### src/rtl/detect_event_logger.sv
// Event logger for the sequence detector: counts detections, measures run length,
// stretches events for a pad and raises an acknowledgeable irq. Optional macro: DETECT_RUNLEN_EN.
module detect_event_logger #(
  parameter int unsigned CNT_W          = 16,
  parameter int unsigned STRETCH_CYCLES = 1000
) (
  input  logic             clock,
  input  logic             reset,
  input  logic             detector_in,
  input  logic             clear,
  input  logic             irq_ack,
  output logic [CNT_W-1:0] event_count,
  output logic [CNT_W-1:0] last_run,
  output logic             overflow,
  output logic             irq,
  output logic             stretch_out
);

  localparam int unsigned      TMR_W    = $clog2(STRETCH_CYCLES);
  localparam logic [TMR_W-1:0] TMR_LOAD = TMR_W'(STRETCH_CYCLES - 1);
  localparam logic [CNT_W-1:0] CNT_MAX  = '1;

  typedef enum logic {IDLE, HOLD} state_t;

  logic             det_q;
  logic             rise;
  logic             ev_sat;
  logic             run_sat;
  state_t           state;
  state_t           next_state;
  logic [TMR_W-1:0] timer;
  logic [TMR_W-1:0] next_timer;

  // Edge detection against the one-cycle delayed detector output
  always_ff @(posedge clock or posedge reset) begin
    if (reset) det_q <= 1'b0;
    else       det_q <= detector_in;
  end

  assign rise   = detector_in & ~det_q;
  assign ev_sat = rise & (event_count == CNT_MAX);

  always_ff @(posedge clock or posedge reset) begin
    if (reset) begin
      event_count <= '0;
    end else if (clear) begin
      event_count <= '0;
    end else if (rise && !ev_sat) begin
      event_count <= event_count + CNT_W'(1);
    end
  end

`ifdef DETECT_RUNLEN_EN
  logic             fall;
  logic             still_high;
  logic [CNT_W-1:0] run_cnt;

  assign fall       = ~detector_in & det_q;
  assign still_high = det_q & detector_in;
  assign run_sat    = still_high & (run_cnt == CNT_MAX);

  // Run length: rise counts as the first high cycle, fall publishes the total
  always_ff @(posedge clock or posedge reset) begin
    if (reset) begin
      run_cnt  <= '0;
      last_run <= '0;
    end else if (clear) begin
      run_cnt  <= '0;
      last_run <= '0;
    end else begin
      if (rise)                      run_cnt <= CNT_W'(1);
      else if (still_high && !run_sat) run_cnt <= run_cnt + CNT_W'(1);
      if (fall) last_run <= run_cnt;
    end
  end
`else
  assign run_sat  = 1'b0;
  assign last_run = '0;
`endif

  always_ff @(posedge clock or posedge reset) begin
    if (reset)                  overflow <= 1'b0;
    else if (clear)             overflow <= 1'b0;
    else if (ev_sat || run_sat) overflow <= 1'b1;
  end

  // Set beats acknowledge when both land on the same edge
  always_ff @(posedge clock or posedge reset) begin
    if (reset)        irq <= 1'b0;
    else if (clear)   irq <= 1'b0;
    else if (rise)    irq <= 1'b1;
    else if (irq_ack) irq <= 1'b0;
  end

  always_ff @(posedge clock or posedge reset) begin
    if (reset) begin
      state       <= IDLE;
      timer       <= '0;
      stretch_out <= 1'b0;
    end else begin
      state       <= next_state;
      timer       <= next_timer;
      stretch_out <= (next_state == HOLD);
    end
  end

  // Stretch FSM: every rise (re)loads the timer, expiry returns to IDLE
  always_comb begin
    next_state = state;
    next_timer = timer;
    case (state)
      IDLE: begin
        if (rise) begin
          next_state = HOLD;
          next_timer = TMR_LOAD;
        end
      end
      HOLD: begin
        if (rise) begin
          next_timer = TMR_LOAD;
        end else if (timer == '0) begin
          next_state = IDLE;
        end else begin
          next_timer = timer - TMR_W'(1);
        end
      end
    endcase
  end

endmodule

### config.mk
export PLATFORM = sky130hd
export DESIGN_NAME = detect_event_logger
export DESIGN_NICKNAME = d
export VERILOG_FILES = /design/src/rtl/detect_event_logger.sv
export SDC_FILE = /design/constraint.sdc
export NUM_CORES = 1
export LEC_CHECK = 0
export ABC_AREA = 1
export CAP_MARGIN = 10
export CORE_UTILIZATION = 50
export DETAILED_ROUTE_END_ITERATION = 12
export PLACE_DENSITY = 0.79
export SYNTH_ARGS = -nofsm -noshare
export SYNTH_HDL_FRONTEND = slang
export SYNTH_SLANG_ARGS = --single-unit
### constraint.sdc
create_clock -name clock -period 2.5 [get_ports clock]
set_input_delay 0.375 -clock clock [delete_from_list [all_inputs] [get_ports clock]]
set_output_delay 0.375 -clock clock [all_outputs]
set_load 0.01 [all_outputs]
[After elaboration in Yosys (flattened, before gate mapping)]
Index checks and enable logic that the tools add are counted.
Cells by class
  add/subtract/negate cells: 2
  $mul: 0
  divide/modulo/power cells: 0
  order comparisons: 0
  eq/ne operators: 3
  shift-type cells: 0
  multiplexer cells: 15
  bitwise operators: 4
  reduce and logical (&&, ||, !) cells: 7
Operator list (count)
  16-bit two-way mux: 2
  10-bit two-way mux: 3
  10-bit one-hot mux with 2 select lines: 1
  16-bit by 1-bit adder with 16-bit output (second input constant): 1
  16-bit == test (second input constant): 1
  10-bit zero test: 1
  10-bit by 1-bit subtractor with 10-bit output (second input constant): 1
  1-bit two-way mux: 8
  2-bit nonzero test: 2
  3-bit != test (second input constant): 1
  3-bit nonzero test: 1
  1-bit AND: 2
  2-bit != test (second input constant): 1
  1-bit inverter: 2
  1-bit one-hot mux with 2 select lines: 1
  2-bit AND reduction: 1
  1-bit logical AND: 1
  1-bit zero test: 1
Storage, ports and cells
  register bits: 30
  bits in latches: 0
  memory bits (writable): 0
  ROM bits: 0
  bits of input ports: 5
  output and inout port bits: 35
  logic and storage cells: 37
  memories kept: 0

[Logic depth before layout (Yosys ltp)]
Gate-level depths: netlist of run 1.
  depth in word-level cells: 7
  mapped depth: 10
  gate-level depth less buffers: 9

[Least setup slack after synthesis of run 1]
OpenSTA, ideal clock, no wires.
  path type: reg-to-reg
  from: register event_count[0]
  to: register event_count[12]
  data arrival time: 1.501 ns
  setup slack: 0.881 ns
  stages on the path, launching flop included: 11
  buffers on the path: 1
  clock period less this slack: 1.619 ns
  path through: dfrtp_1 > ha_1 > nand3_1 > inv_2 > nand2_2 > nor2_4 > nor2_4 > nor2_8 > buf_6 > nand2_1 > nand2_1
Between the ends
  word-level cells in the longest chain between the ends: 5
  elaborated cells between the ends (all ways): 8
  classes of those cells: add/sub: 1; eq/ne: 1; mux: 2; bitwise: 1; reduce/logical: 3
RTL lines
  start, declared: RTL line 12  | output logic [CNT_W-1:0] event_count,
  start signal, assigned: RTL line 49  | event_count <= event_count + CNT_W'(1);
  parallel branches: the longest is 5 deep, another holds 16-bit by 1-bit adder with 16-bit output
Parallel ways; which one is timed is not known. The select of a mux whose other input is x is not followed.
A chain may end at the register's enable or synchronous reset.

[Worst setup path in the final report of run 1]
  from: register timer[0]
  to: register timer[0]
Between the ends
  word-level cells in the longest chain between the ends: 4
  elaborated cells between the ends (all ways): 7
  classes of those cells: add/sub: 1; eq/ne: 1; mux: 3; reduce/logical: 2
RTL lines
  start, declared: RTL line 31  | logic [TMR_W-1:0] timer;
  start signal, assigned: RTL line 102  | timer <= next_timer;
  10-bit by 1-bit subtractor with 10-bit output: RTL line 124  | next_timer = timer - TMR_W'(1);
  10-bit two-way mux: RTL line 121  | end else if (timer == '0) begin
  10-bit two-way mux: RTL line 119  | if (rise) begin
  10-bit one-hot mux with 2 select lines: RTL line 111  | case (state)
Parallel ways exist; a longest one is shown, timed or not. The select of a mux whose other input is x is not followed.

==> results of run 1 <==
-- Yosys cell counts, drive strengths merged --
cell	n	area, sq um
nand2	85	322
nor2	36	174
dfrtp	30	751
inv	25	93.8
buf	19	144
nand3	18	90.1
nand4	16	100
o21ai	8	40.0
xor2	6	52.6
a21oi	5	25.0
nand3b	4	30.0
ha	2	25.0
o21bai	2	15.0
or2	2	12.5
conb	1	3.75
nor3	1	5.00
xnor2	1	8.76
-- logic make-up (layout without fill, tap and decap cells) --
| group | Yosys count | in the layout | synth area share |
|---|---|---|---|
| simple gates | 162 | 162 | 0.388 |
| other cells | 1 | 16 | 0.00198 |
| flops | 30 | 30 | 0.397 |
| buf+inv | 44 | 58 | 0.126 |
| xor+xnor | 7 | 7 | 0.0324 |
| fa+ha+maj | 2 | 2 | 0.0132 |
| compound gates | 15 | 15 | 0.0423 |
-- placed cells by master, fill, tap and decap left out, drive strengths merged --
cell type	netlist	layout
xnor2	1	1
nand3b	4	4
nand2	85	85
xor2	6	6
clkbuf	0	7
o21ai	8	8
nand4	16	16
buf	19	2
inv	25	25
nor3	1	1
nand3	18	18
clkdlybuf4s50	0	23
nor2	36	36
ha	2	2
conb	1	16
clkinv	0	1
a21oi	5	5
dfrtp	30	30
or2	2	2
o21bai	2	2
-- routing by layer --
| layer | wire (um) | track usage |
|---|---|---|
| met1 | 1890 | 0.305 |
| met2 | 1770 | 0.335 |
| met3 | 244 | 0.0543 |
| met4 | 64 | 0.0795 |
| met5 | 0 | 0 |
-- critical path, cell delays in order (launching register included) --
cell and delay, ns:
dfrtp_1 0.36, inv_1 0.18, ha_1 0.26, nand2_1 0.11
nor2_1 0.19, nand2_1 0.17, nand2_1 0.20, inv_1 0.15
o21ai_0 0.09, o21ai_0 0.09
-- through the flow --
step,setup slack [ns],utilization
3_5_place_dp,0.442,0.608
6_report,0.584,0.634
5_1_grt,0.326,0.634
4_1_cts,0.587,0.634
2_1_floorplan,0.881,-
3_3_place_gp,0.473,0.608
-- state kept, by name (all words and copies together) (netlist names) --
signal and cells:
overflow 1, state 1, timer 10, det_q 1
event_count 16, irq 1
-- path summary, 6_finish.rpt --
| path | from | to | slack (ns) | depth (start not counted) |
|---|---|---|---|---|
| max in group asynchronous | reset | timer[5] | 1.76 | 3 |
| min in group clock | overflow | overflow | 0.50 | 2 |
| worst max register to register | timer[0] | timer[0] | 0.58 | 9 |
| worst min-delay path | reset | timer[1] | 0.47 | 3 |
| worst max-delay path | timer[0] | timer[0] | 0.58 | 9 |
| worst min register to register | overflow | overflow | 0.50 | 2 |
-- power groups by stage --
stage / logic, uW / registers, uW / clock network, uW
6_report: 176 / 560 / 395
5_1_grt: 212 / 565 / 440
4_1_cts: 177 / 559 / 409
3_5_place_dp: 176 / 567 / 0
3_3_place_gp: 171 / 568 / 0
2_1_floorplan: 155 / 561 / 0
-- area by class of cell --
| type | count | area share |
|---|---|---|
| multi-input combinational | 202 | 0.437 |
| sequential | 30 | 0.341 |
| timing repair buffer | 25 | 0.112 |
| inverter | 25 | 0.0427 |
| clock buffer | 7 | 0.0393 |
| tap | 46 | 0.0262 |
| clock inverter | 1 | 0.00228 |
==> reports/results.txt, run 1 <==
The tools report the area of the core as 3470 sq um. The tools report the synthesized netlist cell count as 261. For the number of warnings reported in the yosys synthesis log, the log shows 0. The reported leakage power was 0.00104 uW.

The share of cells above drive strength 1 is 0.0586. The finished cells cover 2200 sq um. The aggregate routed wire length is 3970 um, and the share of the yosys chip area belonging to registers is 0.397. For the number of endpoints failing setup at the final stage, the log shows 0.

The flow ran to the end, and the final reports show no timing, DRC or antenna violations. Relative contribution of the clock network to total power: 0.349. From left edge to right edge, the die measures 63.5 um. Setup repair after global routing left no endpoint under its margin. After detailed placement, the design holds a cell count of 328. The tree is rooted in a clkbuf_8. In this run the power density over the cells is 514 nW/um^2. Excluding fillers, the count of instances in the completed layout stands at 336.

The sequential cells in the finished layout cover a total of 751 sq um. TritonCTS built the clock tree. Timing would allow up to 522 MHz. The initial DRC count was 138; the average routed wire per standard cell was 11.8 um.

The tree built by TritonCTS fans out to 30 sinks. For the peak supply drop, the log shows 0.000236 V. The tools report the count of hold buffers inserted by post-cts repair as 0.

Type of the worst min-delay path: in -> async. For this run the aggregate overflow at the end of global routing stands at 0. Entering global routing, the biggest net connects 31 pins. The detail route stage leaves a number of antenna-violating nets equal to 0. Category of the worst setup path launch point: a register. The final setup skew is 0.00406 ns. In this run the post-CTS setup repair buffer count came out at 0.

The initialized floorplan defines 21 standard-cell rows. The worst path in the final design needs a cycle of 1.92 ns, including I/O delays and setup. The post-CTS resize count is 0, and the fill cell total of the finished layout is 316.

Along the worst path, the maximum fanout reaches 7. The starting density of the core is 0.545, and the layout-stage area growth over the synthesis result is 16.2%. The first-pass GRT wire length came out at 6950 um. A synthesized cell averages 7.25 sq um. For the power share of the combinational group, the log shows 0.156. At the end of routability-driven placement, the weighted congestion stood at 0.879. Dividing the detail-routed via count by the number of cells gives 5.05.

Fraction of power spent switching nets: 0.286. Type of element capturing the critical path: a register. The initial antenna violation count is 0, and the area after detailed placement is 2110 sq um. In the final timing run, aggregate negative setup slack is 0 ns. The tools report the overall die area as 4030 sq um.

Worst-case clock buffer depth: 2. The setup path with the least slack is of type reg -> reg. Max-slew violation total from the final report: 0.

The final-stage net count is 296. The count of inserted antenna diode cells is 0. For the count of final hold-check violations, the log shows 0.

Detailed placement finished with a half-perimeter wire length of 2860 um. Net switching power: 323 uW. The global-route usage over all layers was 0.222; the count of state elements after synthesis was 30. Depth of the CTS H-tree: 2. In this run, CTS created clock tree buffers numbering 5. The clock reaches the later pin of the worst-skew pair after 0.28 ns. After clock tree synthesis, the clock-pin slew on the worst setup and hold paths is 0.06 ns.

The final period utilization was 0.767; the boundary pin count was 40. Input and output buffers added on the ports amount to 23. Measured along the y axis, the die boundary spans 63.5 um.

The max-cap violation count came out at 0. For the worst setup path, the data required time is 2.66 ns. The internal portion of the total power is 808 uW. The pre-antenna-repair detailed-routing pass consisted of 4 iterations. The number of remaining DRC errors came out at 0. Smallest hold slack: 0.467 ns. The number of global-route vias before repair was 1522; the signal arrival time at the worst endpoint was 2.07 ns. After synthesis the cells add up to 1890 sq um. For the count of cell types in the netlist, the log shows 23. The portion of total power attributed to sequential cells is 0.495. The multi-input combinational cells in the finished layout cover a total of 960 sq um.

The sum of internal, switching and leakage power is 1130 uW. For this block, the via count after detailed routing is 1696.
(Power assumes the default switching activity.)
==> run 2, diff against run 1 <==
--- a/config.mk
+++ b/config.mk
@@ -7,9 +7,9 @@
 export LEC_CHECK = 0
 export ABC_AREA = 1
 export CAP_MARGIN = 10
-export CORE_UTILIZATION = 50
+export CORE_UTILIZATION = 46
 export DETAILED_ROUTE_END_ITERATION = 12
-export PLACE_DENSITY = 0.79
+export PLACE_DENSITY = 0.76
 export SYNTH_ARGS = -nofsm -noshare
 export SYNTH_HDL_FRONTEND = slang
 export SYNTH_SLANG_ARGS = --single-unit
==> constraint.sdc (replaced) <==
create_clock -name clock -period 1.7 [get_ports clock]
set_input_delay 0.255 -clock clock [delete_from_list [all_inputs] [get_ports clock]]
set_output_delay 0.255 -clock clock [all_outputs]
set_load 0.01 [all_outputs]
==> run 2 against run 1 <==
Setup slack worse by 0.49 ns. Sequential power is 47% higher. Clock skew up 0.0019 ns. Hold slack worse by 0.12 ns. Combinational power up 63%. Flip-flop and latch count unchanged. Cell count is 5.1% higher. Register-to-register slack got worse by 0.49 ns. Sequential share of layout area decreased by 1.9 points. Critical path depth did not move. Wire length grew 9.9%. Utilization decreased by 2.0 points. Highest routed layer unchanged.
==> reports/results.txt, run 2 (synthesis results as in run 1) <==
The logs give 493 uW (was 323 uW) for the net switching power and 2970 um (was 2860 um) for the detailed-placement wirelength estimate. The horizontal extent of the die works out to 66.1 um (was 63.5 um). Most frequent cells in the layout: 83 x nand2_1, 31 x nor2_1, 29 x dfrtp_1 (was 84 x nand2_1, 32 x nor2_1, 30 x dfrtp_1). The worst setup path category is reg -> reg (unchanged). The max-cap violation count was 0 (unchanged); the signal arrival time at the worst endpoint was 1.83 ns (was 2.07 ns). The clock edge transition at the registers on the reported setup and hold paths was 0.06 ns (about the same); the final-stage net count was 312 (was 296). The internal power contribution was 1160 uW (was 808 uW). The logs give 0.09 ns (was 0.58 ns) for the internal reg-to-reg setup slack and 116 (was 138) for the initial DRC count. The tools report the smallest hold slack as 0.351 ns (was 0.467 ns).

The type of the worst min-delay path is in -> async (unchanged). The area of the core is 3800 sq um (was 3470 sq um). The pin count of the biggest net entering global routing was 31 (unchanged); the portion of total power attributed to sequential cells was 0.498 (was 0.495).

The power share of the combinational group came out at 0.174 (was 0.156). The tools report the category of the worst setup path launch point as a register (unchanged). The fill cell total of the finished layout was 350 (was 316); the cell area after layout was 2330 sq um (was 2200 sq um). The aggregate routed wire length is 4360 um (was 3970 um).

TritonCTS built the clock tree. The maximum fanout along the worst path works out to 16 (was 7). The area after detailed placement is 2230 sq um (was 2110 sq um). The average routed wire per standard cell is 12.4 um (was 11.8 um), and the worst-case clock buffer depth is 2 (unchanged). The final period utilization was 0.946 (was 0.767); the reported leakage power was 0.00111 uW (was 0.00104 uW).

Most common cell after layout, fill and taps aside: nand2_1 (unchanged). The leftover overflow at the end of global routing was 0 (unchanged). Number of buffers added by the clock tree synthesis step: 5 (unchanged).

The fmax is 622 MHz (was 522 MHz). The number of port buffers is 23 (unchanged), and the share of cells above drive strength 1 is 0.118 (was 0.0586). The final setup skew came out at 0.00594 ns (was 0.00406 ns). The peak supply drop was 0.000428 V (was 0.000236 V). The run gives 4 (unchanged) as the first-pass iteration count of the detailed router.

Setup repair after global routing left no endpoint under its margin. Clock root buffer: clkbuf_8 (unchanged). The tools report the destination of the worst register-to-register timing path as event_count[14] (was timer[0]). The tools report the worst setup timing slack at the placement stage as -0.0305 ns (was 0.442 ns). The global-route usage over all layers was 0.230 (was 0.222); the count of final hold-check violations was 0 (unchanged). The type of element capturing the critical path was a register (unchanged).

The final critical-path required period came out at 1.61 ns (was 1.92 ns). The run gives 0 (unchanged) as the number of remaining DRC errors. The run gives 2 (unchanged) as the depth of the CTS H-tree. The count of clock tree sinks came out at 30 (unchanged).

The logs give 752 sq um (was 751 sq um) for the area taken by flip-flops and latches and 7460 um (was 6950 um) for the first-pass GRT wire length. The run finished with clean final reports. The reg-to-reg startpoint was event_count[1] (was timer[0]). The critical path data required time came out at 1.93 ns (was 2.66 ns). For the starting density of the core, the log shows 0.498 (was 0.545). The chip height is 66.1 um (was 63.5 um). The fraction of power spent switching nets works out to 0.298 (was 0.286).

The global placement routability congestion was 0.938 (was 0.879); the area used by multi-input combinational logic was 978 sq um (was 960 sq um). The logs give 0 (unchanged) for the max-slew violation total from the final report and 0 (unchanged) for the count of inserted antenna diode cells. The worst reg-to-reg path cell count is 9 (unchanged). The logs give 0.328 (was 0.349) for the relative contribution of the clock network to total power and 1663 (was 1522) for the number of global-route vias before repair. The initial antenna violation count is 0 (unchanged), and the overall die area is 4370 sq um (was 4030 sq um). The minimum setup slack in the final design came out at 0.0917 ns (was 0.584 ns).

The run gives 22 (was 21) as the number of core rows. The number of flip-flops in the largest register is 16 (unchanged). The via-per-instance ratio came out at 4.96 (was 5.05).

The number of endpoints failing setup at the final stage is 0 (unchanged), and the count of hold buffers inserted by post-cts repair is 0 (unchanged). The number of nets with antenna violations after detailed routing is 0 (unchanged), and the clock insertion delay at the later pin of the skew report is 0.29 ns (was 0.28 ns). Registers with the highest flip-flop counts: event_count x16, timer x10 (unchanged). The total power divided by cell area is 710 nW/um^2 (was 514 nW/um^2). Largest register by flop count: event_count (unchanged). The total via count in the routed design was 1751 (was 1696); the boundary pin count was 40 (unchanged). The layout-stage area growth over the synthesis result is 23.2% (was 16.2%).
-- run 2: worst max-delay path, cell delays in order, from the launching register on --
cell	delay (ns)
dfrtp_1	0.41
ha_1	0.22
nand3_1	0.11
inv_2	0.07
nand2_2	0.08
nor2_4	0.05
nor2_4	0.24
buf_12	0.19
nand4_1	0.10
nand2_1	0.08
-- run 2: cell type report --
type,count,share of cell area
multi-input combinational,203,0.420
sequential,30,0.323
timing repair buffer,40,0.159
inverter,25,0.0403
clock buffer,7,0.0327
tap,48,0.0258
-- run 2: how the worst max path moves through the flow --
stage | slack (ns) | cells past startpoint | from | to
detailed placement | -0.03 | 10 | detector_in | timer[0]
global placement | 0.003 | 10 | detector_in | timer[0]
finish | 0.09 | 9 | event_count[1] | event_count[14]
floorplan | 0.08 | 10 | event_count[0] | event_count[12]
CTS | 0.04 | 9 | timer[0] | timer[0]
global route | 0.01 | 9 | timer[1] | timer[1]
-- run 2: repair_timing --
| item | CTS | global route |
|---|---|---|
| setup endpoints to repair | 0 | 17 |
| resized for setup | 0 | 5 |
| setup buffers | 0 | 0 |
-- run 2: power by group through the flow --
stage	clock, uW	sequential (uW)	combinational [uW]
3_3_place_gp	0	834	273
2_1_floorplan	0	825	227
4_1_cts	563	823	281
3_5_place_dp	0	836	280
5_1_grt	594	833	341
6_report	544	824	287
-- run 2: stage by stage --
step / cells / power, uW / utilization / TNS (ns)
after floorplan: 276 / 1050 / - / 0
after global placement: 345 / 1110 / 0.588 / 0
after detailed placement: 345 / 1120 / 0.588 / -0.0563
after CTS: 352 / 1670 / 0.608 / 0
after global routing: 353 / 1770 / 0.614 / 0
final: 353 / 1650 / 0.614 / 0
-- run 2: metal layers --
layer  track usage  part of all wire  up-vias
met5             0                 0        -
met4        0.0957             0.024        0
met3        0.0621             0.060        8
met2         0.364              0.45       52
met1         0.294              0.46      802
li1              -                 -      889
==> run 3, diff against run 2 <==
--- a/config.mk
+++ b/config.mk
@@ -5,9 +5,8 @@
 export SDC_FILE = /design/constraint.sdc
 export NUM_CORES = 1
 export LEC_CHECK = 0
-export ABC_AREA = 1
 export CAP_MARGIN = 10
-export CORE_UTILIZATION = 46
+export CORE_UTILIZATION = 45
 export DETAILED_ROUTE_END_ITERATION = 12
 export PLACE_DENSITY = 0.76
 export SYNTH_ARGS = -nofsm -noshare
==> run 3 against run 2 <==
The flow now finishes with violations (negative setup slack). Flip-flop and latch count unchanged. Global-route usage fell by 2.2 points. Via count decreased by 8.4%. Sequential power is 1% higher. Register-to-register slack worse by 0.13 ns. Wire length decreased by 6.5%. Cell count fell by 14%. Fmax down 7.3%. Power is 4.0% higher. Critical path depth decreased by 4. Critical path type unchanged. Largest power group unchanged.
==> reports/results.txt, run 3 <==
The flow ran to the end, but the final reports show violations. The checks that failed: negative setup slack. The synthesized area per cell was 9.16 sq um (was 7.25 sq um). Clock root buffer: clkbuf_8 (unchanged). The run gives 0 (unchanged) as the number of remaining DRC errors. The largest register by flop count is event_count (unchanged). For the first-pass GRT wire length, the log shows 6440 um (was 7460 um).

Synth area leaders: dfrtp_1 43%, buf_4 6.9%, a21oi_1 4.3%, o31ai_1 3.4%, nor2_1 3.0% (was dfrtp_1 40%, nand2_1 17%, buf_4 6.7%, nor2_1 6.3%, nand4_1 5.3%). Top cells by instance count after synthesis: 30 x dfrtp_1, 16 x buf_4, 15 x a21oi_1 (was 84 x nand2_1, 32 x nor2_1, 30 x dfrtp_1). The horizontal extent of the die was 64.4 um (was 66.1 um); the detailed-placement wirelength estimate was 2810 um (was 2970 um). The final-stage net count was 260 (was 312); the fraction of power spent switching nets was 0.289 (was 0.298). The run gives 2 (unchanged) as the worst-case clock buffer depth.

Reg-to-reg startpoint: event_count[0] (was event_count[1]). The number of port buffers is 23 (unchanged), and the area taken by flip-flops and latches is 759 sq um (was 752 sq um). The tools report the overall die area as 4140 sq um (was 4370 sq um).

Starting density of the core: 0.475 (was 0.498). The reported leakage power was 0.00101 uW (was 0.00111 uW). Number of cells in the finished layout apart from fillers: 302 (was 353). Smallest hold slack: 0.324 ns (was 0.351 ns). The run gives 0.358 (was 0.328) as the relative contribution of the clock network to total power. The tools report the area used by multi-input combinational logic as 978 sq um (unchanged). The layout-stage area growth over the synthesis result came out at 39.5% (was 23.2%). The run gives -0.04 ns (was 0.09 ns) as the internal reg-to-reg setup slack.

Most common cell after layout, fill and taps aside: buf_4 (was nand2_1). The worst setup path category was reg -> reg (unchanged). The tools report the clock insertion delay at the later pin of the skew report as 0.30 ns (was 0.29 ns). The count of state elements after synthesis works out to 30 (unchanged).

The count of inserted antenna diode cells is 0 (unchanged), and the worst reg-to-reg path cell count is 5 (was 9). The pin count of the biggest net entering global routing is 31 (unchanged). TritonCTS built the clock tree. Registers with the highest flip-flop counts: event_count x16, timer x10 (unchanged). The logs give 4 (was 0) for the number of endpoints failing setup at the final stage and 3690 sq um (was 3800 sq um) for the area of the core. The depth of the CTS H-tree was 2 (unchanged). The run gives 0 (unchanged) as the number of warnings reported in the yosys synthesis log. The leftover overflow at the end of global routing is 0 (unchanged). The total power divided by cell area is 705 nW/um^2 (was 710 nW/um^2). The tools report the critical path data required time as 1.94 ns (was 1.93 ns). The type of element capturing the critical path was a register (unchanged). The post-placement cell count is 287 (was 345). The logs give 0 (unchanged) for the number of nets with antenna violations after detailed routing and 1750 sq um (was 1890 sq um) for the area of the mapped netlist. The count of final hold-check violations is 0 (unchanged), and the share of cells above drive strength 1 is 0.327 (was 0.118).

Destination of the worst register-to-register timing path: event_count[13] (was event_count[14]). The count of clock tree sinks came out at 30 (unchanged). The number of global-route vias before repair is 1438 (was 1663). The average routed wire per standard cell works out to 13.5 um (was 12.4 um). The initial DRC count was 92 (was 116). The maximum fanout along the worst path works out to 5 (was 16).

Setup repair after global routing could not meet its margin everywhere. Most frequent cells in the layout: 39 x buf_4, 23 x dfrtp_1, 22 x clkdlybuf4s50_1 (was 83 x nand2_1, 31 x nor2_1, 29 x dfrtp_1). The global placement routability congestion is 0.848 (was 0.938), and the aggregate routed wire length is 4080 um (was 4360 um). The tools report the fill cell total of the finished layout as 310 (was 350).

The number of flip-flops in the largest register was 16 (unchanged); the final design utilization was 0.662 (was 0.614). The tools report the net switching power as 496 uW (was 493 uW). The final period utilization is 1.02 (was 0.946).

The logs give 42 (was 23) for the count of cell types in the netlist and 1.97 ns (was 1.83 ns) for the signal arrival time at the worst endpoint. Synthesized netlist cell count: 191 (was 261). The tools report the peak supply drop as 0.000595 V (was 0.000428 V).

The final setup skew was 0.0160 ns (was 0.00594 ns); the fraction of synthesized cell area taken by the top area cell type was 0.429 (was 0.397). Total via count in the routed design: 1604 (was 1751). The max-slew violation total from the final report is 0 (unchanged). Type of the worst min-delay path: in -> async (unchanged). The portion of total power attributed to sequential cells is 0.485 (was 0.498). The max-cap violation count came out at 0 (unchanged).

The boundary pin count was 40 (unchanged). For the internal power contribution, the log shows 1220 uW (was 1160 uW). The chip height is 64.4 um (was 66.1 um), and the power share of the combinational group is 0.158 (was 0.174). The final critical-path required period was 1.74 ns (was 1.61 ns). The number of flops mapped to enable cells by yosys is 0 (unchanged). The tools report the setup TNS as -0.0901 ns (was 0 ns).

The global-route usage over all layers was 0.207 (was 0.230). The cell accounting for the most synthesized area is dfrtp_1 (unchanged). The share of the yosys chip area belonging to registers was 0.429 (was 0.397).

The first-pass iteration count of the detailed router is 4 (unchanged). For the minimum setup slack in the final design, the log shows -0.0358 ns (was 0.0917 ns). The flip-flop cell with the highest count after synthesis was dfrtp_1 (unchanged). The initial antenna violation count was 0 (unchanged); the clock edge transition at the registers on the reported setup and hold paths was 0.08 ns (was 0.06 ns).

The share of synthesized registers carrying an async set or reset works out to 1.00 (unchanged). The via-per-instance ratio works out to 5.31 (was 4.96). The category of the worst setup path launch point is a register (unchanged). Fmax: 576 MHz (was 622 MHz).

Most repeated cell in the gate-level netlist after synthesis: dfrtp_1 (was nand2_1). The number of core rows was 22 (unchanged). The number of buffers added by the clock tree synthesis step is 5 (unchanged).
==> run 3: cell count changes after synthesis, sizes merged, moves of 8 or more <==
cell / before / now
nor3: 1 / 9
inv: 25 / 6
nand4: 16 / 7
nor2: 36 / 14
nand2: 85 / 13
a21oi: 5 / 15
o31ai: 0 / 8
nand3: 18 / 6
==> run 3: area by class of cell <==
cell class / count / share of cell area
Clock buffer: 7 / 0.0354
Clock inverter: 1 / 0.00205
Inverter: 6 / 0.00923
Multi-Input combinational cell: 147 / 0.401
Sequential cell: 30 / 0.311
Tap cell: 48 / 0.0246
Timing Repair Buffer: 63 / 0.217
==> run 3: logic make-up after synthesis <==
family	Yosys count	synth area share
buf+inv	29	0.0979
flops	30	0.429
xor+xnor	2	0.0100
mux	4	0.0243
compound gates	40	0.147
other cells	1	0.00214
fa+ha+maj	2	0.0143
simple gates	83	0.276
==> run 3: power groups by stage <==
stage	clock (uW)	sequential [uW]	combinational [uW]
final	615	834	272
after global routing	652	842	308
after CTS	627	827	263
after detailed placement	0	840	258
after global placement	0	838	250
after floorplan	0	831	194
==> run 3: timing repair <==
action                                  4_1_cts  5_1_grt
gates resized for setup                       5       17
pin swaps                                     0        4
buffers inserted                              2        4
hold buffers                                  0        0
cloned                                        0        1
endpoints found under the setup margin        8       15
==> run 3: critical path, stage by stage, from the launching register on <==
cell	delay (ns)
dfrtp_2	0.40
buf_6	0.11
nand4_4	0.10
or3_4	0.43
or4_4	0.52
a21oi_2	0.13
==> run 3: worst max-delay path by stage <==
stage | from | end | slack [ns] | depth (start not counted)
floorplan | event_count[0] | event_count[7] | -0.04 | 5
global placement | detector_in | event_count[13] | -0.29 | 5
detailed placement | detector_in | event_count[13] | -0.35 | 5
CTS | event_count[1] | event_count[4] | -0.02 | 5
global route | event_count[1] | event_count[4] | -0.09 | 5
finish | event_count[0] | event_count[13] | -0.04 | 5
==> run 3: per-stage QoR <==
stage	total power [uW]	worst slack, ns	instance area [sq um]
3_3_place_gp	1090	-0.292	2210
2_1_floorplan	1030	-0.0376	1830
4_1_cts	1720	-0.0225	2340
3_5_place_dp	1100	-0.353	2210
6_report	1720	-0.0358	2440
5_1_grt	1800	-0.0924	2440
==> run 3: per-layer routing <==
| layer | vias to the layer above | global-route usage | part of all wire |
|---|---|---|---|
| met1 | 765 | 0.252 | 0.44 |
| met4 | 0 | 0.0944 | 0.012 |
| met3 | 6 | 0.0589 | 0.039 |
| met5 | - | 0 | 0 |
| met2 | 37 | 0.338 | 0.50 |
| li1 | 796 | - | - |
